### config.mk
export PLATFORM = sky130hd
export DESIGN_NAME = id_ex_stage
export DESIGN_NICKNAME = d
export VERILOG_FILES = /design/src/rtl/id_ex_stage.sv
export SDC_FILE = /design/constraint.sdc
export NUM_CORES = 1
export LEC_CHECK = 0
export CAP_MARGIN = 20
export CORE_MARGIN = 4
export CORE_UTILIZATION = 37
export DETAILED_ROUTE_END_ITERATION = 12
export PLACE_DENSITY_LB_ADDON = 0.3
export SYNTH_ARGS = -nofsm -noshare
export SYNTH_HDL_FRONTEND = slang
export SYNTH_SLANG_ARGS = --single-unit
### constraint.sdc
create_clock -name clk_i -period 2.7 [get_ports clk_i]
set_clock_uncertainty 0.15 [all_clocks]
set_input_delay 0.675 -clock clk_i [delete_from_list [all_inputs] [get_ports clk_i]]
set_output_delay 0.675 -clock clk_i [all_outputs]
set_load 0.05 [all_outputs]
### src/rtl/id_ex_stage.sv
// ID/EX pipeline register for the five-stage MIPS core: registers the decoded
// bundle for EX, detects load-use hazards, inserts bubbles and counts stall cycles.
module id_ex_stage #(
  parameter int unsigned DATA_W = 32,
  parameter int unsigned IMM_W  = 16,
  parameter int unsigned CNT_W  = 16
) (
  input  logic              clk_i,
  input  logic              rst_i,
  input  logic              id_valid_i,
  input  logic [3:0]        id_EX_ctrl_i,
  input  logic [1:0]        id_MEM_ctrl_i,
  input  logic              id_WB_ctrl_i,
  input  logic [DATA_W-1:0] id_rs_data_i,
  input  logic [DATA_W-1:0] id_rt_data_i,
  input  logic [IMM_W-1:0]  id_imm_i,
  input  logic [4:0]        id_rs_addr_i,
  input  logic [4:0]        id_rt_addr_i,
  input  logic [4:0]        id_rd_addr_i,
  input  logic              id_uses_rt_i,
  input  logic              flush_i,
  output logic              stall_o,
  output logic              ex_valid_o,
  output logic [3:0]        ex_EX_ctrl_o,
  output logic [1:0]        ex_MEM_ctrl_o,
  output logic              ex_WB_ctrl_o,
  output logic [DATA_W-1:0] ex_rs_data_o,
  output logic [DATA_W-1:0] ex_rt_data_o,
  output logic [DATA_W-1:0] ex_imm_o,
  output logic [4:0]        ex_rs_addr_o,
  output logic [4:0]        ex_rt_addr_o,
  output logic [4:0]        ex_dst_addr_o,
  output logic [CNT_W-1:0]  stall_cnt_o
);

  typedef struct packed {
    logic              valid;
    logic [3:0]        ex_ctrl;
    logic [1:0]        mem_ctrl;
    logic              wb_ctrl;
    logic [DATA_W-1:0] rs_data;
    logic [DATA_W-1:0] rt_data;
    logic [DATA_W-1:0] imm;
    logic [4:0]        rs_addr;
    logic [4:0]        rt_addr;
    logic [4:0]        dst_addr;
  } ex_bundle_t;

  ex_bundle_t       ex_q, ex_d;
  logic [CNT_W-1:0] stall_cnt_q, stall_cnt_d;

  logic       load_ex;
  logic       hazard;
  logic       bubble;
  logic [3:0] ex_ctrl_clean;
  logic [1:0] mem_ctrl_clean;
  logic       wb_ctrl_clean;

  always_comb begin
    load_ex = ex_q.valid & (ex_q.mem_ctrl == 2'b10);
    hazard  = id_valid_i & load_ex & (ex_q.rt_addr != 5'd0)
            & ((ex_q.rt_addr == id_rs_addr_i)
               | (id_uses_rt_i & (ex_q.rt_addr == id_rt_addr_i)));
    bubble  = flush_i | hazard | ~id_valid_i;
  end

  // Flush wins: an instruction being killed must never hold up the front end.
  assign stall_o = hazard & ~flush_i;

  // Control bits that are not a clean 1 (0, X or Z) are registered as 0.
  always_comb begin
    for (int i = 0; i < 4; i++) ex_ctrl_clean[i] = (id_EX_ctrl_i[i] === 1'b1);
    for (int i = 0; i < 2; i++) mem_ctrl_clean[i] = (id_MEM_ctrl_i[i] === 1'b1);
    wb_ctrl_clean = (id_WB_ctrl_i === 1'b1);
  end

  // NOTE: every variable gets a default at the top of a combinational block so
  // no path can leave it unassigned and infer a latch.
  always_comb begin
    ex_d = '0;
    if (!bubble) begin
      ex_d.valid    = 1'b1;
      ex_d.ex_ctrl  = ex_ctrl_clean;
      ex_d.mem_ctrl = mem_ctrl_clean;
      ex_d.wb_ctrl  = wb_ctrl_clean;
      ex_d.rs_data  = id_rs_data_i;
      ex_d.rt_data  = id_rt_data_i;
      ex_d.imm      = {{(DATA_W-IMM_W){id_imm_i[IMM_W-1]}}, id_imm_i};
      ex_d.rs_addr  = id_rs_addr_i;
      ex_d.rt_addr  = id_rt_addr_i;
      // LW/SW target rt regardless of RegDst, which the decoder leaves undriven.
      if (mem_ctrl_clean[1])     ex_d.dst_addr = id_rt_addr_i;
      else if (ex_ctrl_clean[0]) ex_d.dst_addr = id_rd_addr_i;
      else                       ex_d.dst_addr = id_rt_addr_i;
    end
  end

  always_comb begin
    stall_cnt_d = stall_cnt_q;
    if (stall_o && (stall_cnt_q != {CNT_W{1'b1}})) stall_cnt_d = stall_cnt_q + CNT_W'(1);
  end

  // NOTE: sequential state uses non-blocking assignments so every register
  // samples pre-edge values regardless of statement order.
  always_ff @(posedge clk_i) begin
    if (rst_i) begin
      ex_q        <= '0;
      stall_cnt_q <= '0;
    end else begin
      ex_q        <= ex_d;
      stall_cnt_q <= stall_cnt_d;
    end
  end

  assign ex_valid_o    = ex_q.valid;
  assign ex_EX_ctrl_o  = ex_q.ex_ctrl;
  assign ex_MEM_ctrl_o = ex_q.mem_ctrl;
  assign ex_WB_ctrl_o  = ex_q.wb_ctrl;
  assign ex_rs_data_o  = ex_q.rs_data;
  assign ex_rt_data_o  = ex_q.rt_data;
  assign ex_imm_o      = ex_q.imm;
  assign ex_rs_addr_o  = ex_q.rs_addr;
  assign ex_rt_addr_o  = ex_q.rt_addr;
  assign ex_dst_addr_o = ex_q.dst_addr;
  assign stall_cnt_o   = stall_cnt_q;

endmodule
==> qor.csv <==
stage;metric;value;unit
outcome;outcome;finished, violations left;
outcome;failed_checks;setup timing;
worst_setup_path;regToRegEndpoint;ex_imm_o[6]$_SDFF_PP0_;
pwr;seq_power_share;39.1;%
clock_network;htree_num_levels;4;
worst_setup_path;timing.setup.critical_path_class;reg2out;
route;vias;3500;
finish;area_growth_syn_to_layout;78.8;%
global_routing;global_route.usage.total;18.7;%
sta;final_critical_path_setup_slack;-0.0148;ns
pwr;combinational_power_share;11.2;%
sta;final-setup-viol-count;1;
die;chipWidth;113;um
finish;layout.core_utilization;69.1;%
worst_setup_path;origin_of_the_critical_flop_to_flop_path;ex_rt_addr_o[4]$_SDFF_PP0_;
synthesis;synth_largest_type_area_fraction;58.7;%
pwr;power_switching_share;23.0;%
worst_setup_path;critPathCapture;stall_o;
die;io_pins;243;
route;vias_per_cell;4.58;
synthesis;yosys_register_bits;119;
placed_design;half_perimeter_wire_length_of_the_detailed_placement_result;9.15;mm
placed_design;place_inst;730;
route;drt_drc_violations_left;0;
synthesis;yosys_most_used_dff;sky130_fd_sc_hd__dfxtp_1;
clock_network;clock_sinks;119;
synthesis;async_flop_share;0;%
die;core;10500;um^2
global_routing;first_pass_grt_wire_length;18.6;mm
synthesis;synth_top_cell_by_area;sky130_fd_sc_hd__dfxtp_1;
synthesis;netlist_top_cells_count;119 x sky130_fd_sc_hd__dfxtp_1, 100 x sky130_fd_sc_hd__and2_1, 17 x sky130_fd_sc_hd__buf_4, 14 x sky130_fd_sc_hd__or4_1, 11 x sky130_fd_sc_hd__a21oi_1;
worst_setup_path;rrSetupSlack;0.46;ns
placed_design;port_buffers;242;
worst_setup_path;crit_path_max_fanout;4;
worst_setup_path;critPathLaunch;ex_rt_addr_o[4]$_SDFF_PP0_;
sta;max_freq;368;MHz
worst_setup_path;timing.critical_path.from_type;register;
finish;antenna_cell_count;0;
clock_network;total_of_hold_buffers_inserted_after_clock_tree_synthesis;0;
placed_design;place_ws;-0.223;ns
sta;slew_headroom;63.1;%
clock_network;tritoncts;yes;
finish;fraction_of_final_layout_cells_sized_beyond_drive_strength_1;11.3;%
sta;final.min_clock_period;2.71;ns
sta;timing.setup.tns;-0.0148;ns
sta;rsz0062_at_grt;yes;
route;routedWlPerCell;15.9;um
pwr;clock_power_share;49.7;%
clock_network;numCtsBuffers;17;
die;number_of_rows_in_the_core_area;37;
pwr;p_switching;1060;uW
die;start_util;38.6;%
pwr;maximum_resistive_drop_on_vdd;0.385;mV
placed_design;gp_congestion;0.826;
worst_setup_path;critPathCaptureType;output pin;
global_routing;antenna_found_initial;0;
run;maxCapViolations;0;
synthesis;synth-edff-count;0;
sta;tightest_slew;0.552;ns
finish;final_non_filler_cells;765;
die;die_h;113;um
clock_network;cts_buffer_depth;2;
worst_setup_path;worstPathArrival;1.89;ns
finish;design.final.nets;725;
synthesis;post_synth_num_cell_types;45;
route;drt_pass1_iterations;5;
synthesis;yosys.cell_count.top_type;sky130_fd_sc_hd__dfxtp_1;
pwr;power.density_cell_area;639;nW/um^2
synthesis;synth-seq-area-share;58.7;%
clock_network;clk_latency;0.51;ns
global_routing;grt_pass1_vias;3666;
route;drtIter0Drc;128;
synthesis;synthCells;366;
die;die_area;12700;um^2
synthesis;ys_top_cells_by_area;sky130_fd_sc_hd__dfxtp_1 59%, sky130_fd_sc_hd__and2_1 15%, sky130_fd_sc_hd__buf_4 3.1%;
global_routing;gr-total-overflow;0;
synthesis;synth_nets;474;
worst_hold_path;hp-start;id_rs_addr_i[2];
pwr;leakage;0.00295;uW
clock_network;clkTransAtPathRegs;0.06;ns
synthesis;netlist_area;4060;um^2
route;drt.antenna.violating_nets;0;
pwr;cellInternalPower;3570;uW
sta;slew_viol_final;0;
worst_hold_path;holdCritPathClass;in2reg;
synthesis;syn-mean-instance-area;11.1;um^2
clock_network;ctsRootBufferMaster;sky130_fd_sc_hd__clkbuf_8;
worst_setup_path;number_of_cell_instances_on_the_worst_register_to_register_path;10;
sta;final.period_utilization;101;%
worst_setup_path;cp_data_required_time;1.88;ns
route;routed_wl;12.2;mm
sta;hold_viol;0;
global_routing;grt_start_max_net_pins;62;
synthesis;synthesis.yosys.warnings;0;
## per-layer routing
metal / vias up / track usage, % / share of wire [%]
met2: 175 / 33.1 / 53
met1: 1575 / 19.0 / 35
met3: 28 / 7.75 / 9.1
met5: - / 0 / 0
met4: 0 / 8.89 / 2.9
li1: 1722 / - / -
## repair_timing
item / CTS / global route
endpoints found under the setup margin: 18 / 4
hold endpoints to repair: 0 / 0
pin swaps: 0 / 6
buffers inserted: 0 / 4
gates resized for setup: 19 / 16
## cells in the final DEF, fill, tap and decap left out, types with 8 or more instances in the layout
cell type / n
sky130_fd_sc_hd__clkdlybuf4s50_1: 214
sky130_fd_sc_hd__dfxtp_1: 116
sky130_fd_sc_hd__and2_1: 100
sky130_fd_sc_hd__buf_4: 21
sky130_fd_sc_hd__dlygate4sd2_1: 17
sky130_fd_sc_hd__clkbuf_16: 16
sky130_fd_sc_hd__or4_1: 14
sky130_fd_sc_hd__a21oi_1: 11
sky130_fd_sc_hd__o31ai_1: 10
sky130_fd_sc_hd__dlymetal6s2s_1: 10
sky130_fd_sc_hd__nand4_1: 8
sky130_fd_sc_hd__nor2_1: 8
## worst max-delay path, cell delays in order (launching register included)
cell	delay, ns
sky130_fd_sc_hd__dfxtp_4	0.35
sky130_fd_sc_hd__or4_4	0.57
sky130_fd_sc_hd__o211ai_4	0.24
sky130_fd_sc_hd__nor2_4	0.07
sky130_fd_sc_hd__buf_8	0.15
## state kept, by name, indices dropped and copies added (netlist names)
signal / count
ex_imm_o: 16
ex_rs_data_o: 32
ex_MEM_ctrl_o: 2
ex_EX_ctrl_o: 4
ex_rt_addr_o: 5
ex_valid_o: 1
stall_cnt_o: 16
ex_rt_data_o: 32
ex_dst_addr_o: 5
ex_rs_addr_o: 5
ex_WB_ctrl_o: 1
## per-stage QoR
stage | power [uW] | hold WS (ns) | cell area, um^2
6_report | 4640 | 0.279 | 7260
5_1_grt | 4800 | 0.274 | 7260
4_1_cts | 4690 | 0.350 | 7180
3_5_place_dp | 2370 | 0.340 | 6580
3_3_place_gp | 2360 | 0.332 | 6580
2_1_floorplan | 2100 | 0.547 | 4070
## cell type report
cell class                      instances  area, um^2
Tap cell                              136         170
Sequential cell                       119        2390
Clock inverter                         11         175
Clock buffer                           20         435
Multi-Input combinational cell        207        1440
Inverter                                7        26.3
Fill cell                             821        3250
Timing Repair Buffer                  265        2630
## how the worst min path moves through the flow
stage,end,cells past startpoint
after floorplan,stall_cnt_o[11]$_SDFFE_PP0P_,2
after global placement,stall_cnt_o[5]$_SDFFE_PP0P_,2
after detailed placement,stall_cnt_o[5]$_SDFFE_PP0P_,2
after CTS,stall_cnt_o[5]$_SDFFE_PP0P_,2
after global routing,ex_rs_addr_o[2]$_SDFF_PP0_,2
final,ex_rs_addr_o[2]$_SDFF_PP0_,2
## kinds of logic (layout without fill, tap and decap cells)
group	Yosys count	in the layout	synth area share (%)
compound gates	38	38	7.37
mux	5	5	1.23
flops	119	119	58.7
fa+ha+maj	1	1	0.308
buf+inv	40	303	6.75
simple gates	153	153	23.5
xor+xnor	10	10	2.16
## power groups by stage
stage	Combinational (uW)	Clock, uW	Sequential, uW
after floorplan	103	0	2000
after global placement	513	0	1850
after detailed placement	519	0	1850
after CTS	517	2350	1810
after global routing	542	2440	1820
final	517	2310	1810
Power figures use the tool's default switching activity.
